<file path="src/rtl/skylark_mem_arbiter.sv">
// Shares one single-port memory between fetch (read-only) and data (read/write) with a timeout watchdog.
// Define SKYLARK_ARB_RR_EN for round-robin; otherwise data has priority, with a fetch starvation guard.
module skylark_mem_arbiter #(
    parameter int ADDR_W       = 32,
    parameter int DATA_W       = 32,
    parameter int TIMEOUT      = 15,
    parameter int STARVE_LIMIT = 4
) (
    input  logic              i_clk,
    input  logic              i_rst_n,
    input  logic              i_if_req,
    input  logic [ADDR_W-1:0] i_if_addr,
    output logic              o_if_gnt,
    output logic              o_if_rvalid,
    output logic [DATA_W-1:0] o_if_rdata,
    input  logic              i_d_req,
    input  logic              i_d_we,
    input  logic [ADDR_W-1:0] i_d_addr,
    input  logic [DATA_W-1:0] i_d_wdata,
    output logic              o_d_gnt,
    output logic              o_d_rvalid,
    output logic [DATA_W-1:0] o_d_rdata,
    output logic              o_mem_req,
    output logic              o_mem_we,
    output logic [ADDR_W-1:0] o_mem_addr,
    output logic [DATA_W-1:0] o_mem_wdata,
    input  logic              i_mem_ack,
    input  logic [DATA_W-1:0] i_mem_rdata,
    output logic              o_busy,
    output logic              o_bus_err,
    output logic [1:0]        o_dbg_state
);
    localparam int TO_W = $clog2(TIMEOUT + 1);

    typedef enum logic [1:0] {
        ST_IDLE   = 2'd0,
        ST_XFER_I = 2'd1,
        ST_XFER_D = 2'd2,
        ST_RESP   = 2'd3
    } state_t;

    state_t            r_state;
    state_t            w_next;
    logic [TO_W-1:0]   r_to_cnt;
    logic              r_mem_req;
    logic              r_mem_we;
    logic [ADDR_W-1:0] r_mem_addr;
    logic [DATA_W-1:0] r_mem_wdata;
    logic [DATA_W-1:0] r_if_rdata;
    logic [DATA_W-1:0] r_d_rdata;
    logic              r_if_rvalid;
    logic              r_d_rvalid;
    logic              r_bus_err;
    logic              w_fetch_first;
    logic              w_if_gnt;
    logic              w_d_gnt;
    logic              w_xfer;
    logic              w_ack;
    logic              w_abort;

`ifdef SKYLARK_ARB_RR_EN
    logic r_last_d;

    // Fetch wins a tie whenever data owned the memory last.
    assign w_fetch_first = r_last_d;

    always_ff @(posedge i_clk or negedge i_rst_n) begin
        if (!i_rst_n)      r_last_d <= 1'b1;
        else if (w_if_gnt) r_last_d <= 1'b0;
        else if (w_d_gnt)  r_last_d <= 1'b1;
    end
`else
    localparam int SC_W = $clog2(STARVE_LIMIT + 1);
    logic [SC_W-1:0] r_starve_cnt;

    assign w_fetch_first = (r_starve_cnt == SC_W'(STARVE_LIMIT));

    always_ff @(posedge i_clk or negedge i_rst_n) begin
        if (!i_rst_n)                          r_starve_cnt <= '0;
        else if (!i_if_req || w_if_gnt)        r_starve_cnt <= '0;
        else if (w_d_gnt && !w_fetch_first)    r_starve_cnt <= r_starve_cnt + 1'b1;
    end
`endif

    assign w_if_gnt = (r_state == ST_IDLE) && i_if_req && (!i_d_req || w_fetch_first);
    assign w_d_gnt  = (r_state == ST_IDLE) && i_d_req && (!i_if_req || !w_fetch_first);
    assign w_xfer   = (r_state == ST_XFER_I) || (r_state == ST_XFER_D);
    assign w_ack    = w_xfer && i_mem_ack;
    // An ack on the final allowed cycle takes precedence over the abort.
    assign w_abort  = w_xfer && !i_mem_ack && (r_to_cnt == TO_W'(TIMEOUT - 1));

    always_comb begin
        w_next = r_state;
        case (r_state)
            ST_IDLE: begin
                if (w_if_gnt)     w_next = ST_XFER_I;
                else if (w_d_gnt) w_next = ST_XFER_D;
            end
            ST_XFER_I, ST_XFER_D: begin
                if (w_ack || w_abort) w_next = ST_RESP;
            end
            default: w_next = ST_IDLE;
        endcase
    end

    always_ff @(posedge i_clk or negedge i_rst_n) begin
        if (!i_rst_n) r_state <= ST_IDLE;
        else          r_state <= w_next;
    end

    always_ff @(posedge i_clk or negedge i_rst_n) begin
        if (!i_rst_n) begin
            r_to_cnt    <= '0;
            r_mem_req   <= 1'b0;
            r_mem_we    <= 1'b0;
            r_mem_addr  <= '0;
            r_mem_wdata <= '0;
            r_if_rdata  <= '0;
            r_d_rdata   <= '0;
            r_if_rvalid <= 1'b0;
            r_d_rvalid  <= 1'b0;
            r_bus_err   <= 1'b0;
        end else begin
            r_if_rvalid <= 1'b0;
            r_d_rvalid  <= 1'b0;
            r_bus_err   <= 1'b0;
            if (w_if_gnt) begin
                r_mem_req  <= 1'b1;
                r_mem_we   <= 1'b0;
                r_mem_addr <= i_if_addr;
                r_to_cnt   <= '0;
            end else if (w_d_gnt) begin
                r_mem_req   <= 1'b1;
                r_mem_we    <= i_d_we;
                r_mem_addr  <= i_d_addr;
                r_mem_wdata <= i_d_wdata;
                r_to_cnt    <= '0;
            end else if (w_ack || w_abort) begin
                r_mem_req <= 1'b0;
                r_bus_err <= w_abort;
                if (r_state == ST_XFER_I) begin
                    r_if_rvalid <= 1'b1;
                    r_if_rdata  <= w_ack ? i_mem_rdata : '0;
                end else begin
                    r_d_rvalid <= 1'b1;
                    // Writes complete without disturbing the last read data.
                    if (!r_mem_we) r_d_rdata <= w_ack ? i_mem_rdata : '0;
                end
            end else if (w_xfer) begin
                r_to_cnt <= r_to_cnt + 1'b1;
            end
        end
    end

    assign o_if_gnt    = w_if_gnt;
    assign o_d_gnt     = w_d_gnt;
    assign o_if_rvalid = r_if_rvalid;
    assign o_d_rvalid  = r_d_rvalid;
    assign o_if_rdata  = r_if_rdata;
    assign o_d_rdata   = r_d_rdata;
    assign o_mem_req   = r_mem_req;
    assign o_mem_we    = r_mem_we;
    assign o_mem_addr  = r_mem_addr;
    assign o_mem_wdata = r_mem_wdata;
    assign o_busy      = (r_state != ST_IDLE);
    assign o_bus_err   = r_bus_err;
    assign o_dbg_state = r_state;
endmodule

</file>
<file path="config.mk">
export PLATFORM = sky130hd
export DESIGN_NAME = skylark_mem_arbiter
export DESIGN_NICKNAME = d
export VERILOG_FILES = /design/src/rtl/skylark_mem_arbiter.sv
export SDC_FILE = /design/constraint.sdc
export NUM_CORES = 1
export LEC_CHECK = 0
export CORE_UTILIZATION = 42
export CTS_CLUSTER_SIZE = 30
export DETAILED_ROUTE_END_ITERATION = 10
export PLACE_DENSITY = 0.8
export SYNTH_ARGS = -nofsm -noshare
export SYNTH_HDL_FRONTEND = slang
export SYNTH_SLANG_ARGS = --single-unit
</file>
<file path="constraint.sdc">
create_clock -name i_clk -period 2 [get_ports i_clk]
set_input_delay 0.6 -clock i_clk [delete_from_list [all_inputs] [get_ports i_clk]]
set_output_delay 0.6 -clock i_clk [all_outputs]
set_load 0.02 [all_outputs]
</file>
==> summary.md <==
| Metric | Value |
|---|---|
| Status | complete, but fails checks |
| Failing checks | setup timing |
| Hold Crit Class | input port to asynchronous set/reset pin |
| Clk_lat worst skew | between 0.4 and 0.5 ns |
| CTS Sinks | ~140 |
| PortBufs | 271 |
| Delay-heaviest family, CP | flip-flops |
| Core Region | between 10000 and 15000 um^2 |
| Die Y | between 100 and 150 um |
| Vias | between 5000 and 6000 |
| Antenna viol nets, final | 0 |
| Post-Syn Nets | 644 |
| Hold_buf cts | 0 |
| Die span in x | 123.7 um |
| Slew @ Worst Pin | around 0.42 ns |
| Peak VDD IR | 0.7346 mV |
| Final hold viol count | 0 |
| RSZ-0062 raised after global routing | yes |
| Setup Viol. Count Final | 2 |
| Die area | 15300 um^2 |
| CP Launch Type | flop |
| Sequential area share after synthesis | a little under three fifths |
| N_diodes | 0 |
| Layout Cell Area excl Fill | about 10000 um^2 |
| Initial Util | 42.95% |
| Syn-to-layout area delta | 65.23% |
| Critical Path RT | between 1 and 1.5 ns |
| Post-Synthesis Cells | between 500 and 600 |
| Count of pins over their slew limit | 0 |
| Synth Register Bits | 142 |
| Syn Std Cell Area | around 6200 um^2 |
| Share of cells above drive strength 1 | between 20% and 30% |
| WL final | around 19000 um |
| Initial antenna violation count | 0 |
| Largest net degree at the start of global routing | 48 |
| Global route total overflow | 0 |
| YS warnings | 0 |
| CP cell instances | inv_2, ha_4, nand2_2, a31oi_4, buf_6 |
| Slew headroom | 71.69% |
| Top_reg_cell synth | dfrtp_1 |
| Setup_tns | -0.1237 ns |
| Leak | between 5 and 6 nW |
| DP Worst Slack | -0.7044 ns |
| HPWL after DPL | approximately 13000 um |
| CTS Buf Count | 17 |
| CTS Buffer Depth | 2 |
| CP max FO | 2 |
| DR WL/cell | about 19 um |
| Dpl cell area | a little over 9000 um^2 |
| Row cnt | between 40 and 50 |
| Maxcap violations | 0 |
| Yosys cell types | approximately 40 |
| CP arrival | 1.46 ns |
| First-pass GRT wire length | about 27000 um |
| Nets@finish | between 900 and 1000 |
| Total track usage | around a quarter |
| CP Capture Type | primary output |
| H-Tree Depth | 4 |
| DR vias/cell | approximately 5.3 |
| Slowest cell delay on critical path | between 0.3 and 0.4 ns |
| Syn Area/Cell | about 12 um^2 |
| Fill cells | 1001 |
| Drt pass-1 iters | 5 |
| Power per cell area | approximately 1600 nW/um^2 |
| Post-synth EDFFs | 0 |
| Async SR Flop Fraction | 100.0% |
| Worst Slack Setup Final | -0.06197 ns |
| Clk slew on worst S/H paths | around 0.060 ns |
| Final period util | 103.1% |
| Minimum clock period | 2.062 ns |
| Most frequent cells in the layout | 148 x clkdlybuf4s50_1, 141 x dfrtp_1, 75 x mux2_2, 67 x nand2_1, 65 x dlymetal6s2s_1 |
| Crit path max-delay cell type | dfrtp_1 |
| Crit path kind | flop to primary output |
| Most common cell after layout, fill and taps aside | clkdlybuf4s50_1 |
| RePlAce Congestion | about 0.81 |
| TritonCTS clock tree | yes |
| Worst Skew | between 0.006 and 0.007 ns |
| Fin cells | ~1000 |
| FMAX | 485.0 MHz |
| Dpl cells | ~950 |
| Critical path buffers and inverters | 2 |
| Remaining DRCs | 0 |
| CTS root buf | clkbuf_16 |
| Initial DRC Count | 289 |
| Boundary pin count | about 270 |
| Vias in the first global route | around 5400 |
Yosys cell counts, drive strengths merged (4+ instances only):
master / instances / area (um^2)
nor3: 4 / 31.28
buf: 26 / 187.7
dfrtp: 142 / 3553
nand4: 32 / 200.2
o21ai: 5 / 25.02
o211ai: 32 / 240.2
inv: 8 / 30.03
nor2: 5 / 18.77
and3: 33 / 206.5
clkbuf: 16 / 60.06
nand2: 69 / 259.0
ha: 7 / 87.58
mux2: 96 / 1081
layer usage:
layer / up-vias / global-route usage, % / wire length (um)
li1: 2415 / - / -
met5: - / 0 / 0
met4: 0 / 9.036 / 351
met2: 236 / 42.81 / 9976
met1: 2618 / 25.79 / 7105
met3: 30 / 6.685 / 1437
through the flow:
step / util (%) / hold WS [ns] / power, mW
after floorplan: - / 0.3044 / 9.170
after global placement: 64.00 / 0.4658 / 12.98
after detailed placement: 64.00 / 0.4821 / 13.25
after CTS: 68.31 / 0.09210 / 16.32
after global routing: 70.96 / 0.1013 / 17.22
final: 70.96 / 0.09151 / 16.38
worst reg2reg max path, cell delays in order (launching register included):
cell       delay [ns]
dfrtp_1          0.37
inv_2            0.06
ha_4             0.17
buf_6            0.12
buf_6            0.12
o21a_4           0.12
nor3_4           0.22
buf_6            0.17
clkbuf_16        0.18
mux2_4           0.30
cell families (layout without fill, tap and decap cells):
group | Yosys count | after routing | synth area share [%]
fa+ha+maj | 7 | 7 | 1.408
flops | 142 | 142 | 57.14
buf+inv | 50 | 362 | 4.467
compound gates | 57 | 57 | 7.204
mux | 96 | 96 | 17.38
simple gates | 151 | 151 | 12.39
final cells by class:
class	instances	area, um^2	area share (%)
timing repair buffer	322	3329	32.40
tap	184	230.2	2.241
clock buffer	26	489.2	4.761
multi-input combinational	311	2509	24.42
clock inverter	6	130.1	1.266
inverter	8	32.53	0.3166
sequential	142	3555	34.60
registers in the layout, indices dropped and copies added (netlist names):
register,cells
o_mem_wdata,32
o_bus_err,1
o_d_rdata,32
o_mem_req,1
r_to_cnt,4
o_if_rvalid,1
o_mem_addr,32
r_starve_cnt,3
o_d_rvalid,1
o_if_rdata,32
o_mem_we,1
o_dbg_state,2
repair_timing:
item	CTS	global route
setup endpoints to repair	89	106
cloned	1	3
pin swaps	2	4
setup buffers	3	6
gates resized for setup	79	95
where the power goes:
part	switching [mW]	leakage [nW]	internal (mW)
clock network	1.13	0.303	2.18
logic	4.25	3.43	3.87
registers	0.715	1.82	4.23
path summary, 6_finish.rpt:
path	end	cells past startpoint	slack, ns	startpoint
min reg2reg	o_mem_req	1	0.49	o_mem_req
max	o_d_gnt	5	-0.06	o_dbg_state[1]
max in group asynchronous	o_d_rdata[5]	2	1.30	i_rst_n
max reg2reg	o_if_rdata[30]	9	0.05	o_dbg_state[1]
min	o_mem_addr[24]	1	0.09	i_rst_n
min in group i_clk	o_mem_req	1	0.49	o_mem_req
Note: power is estimated with default switching activity, not from simulation.
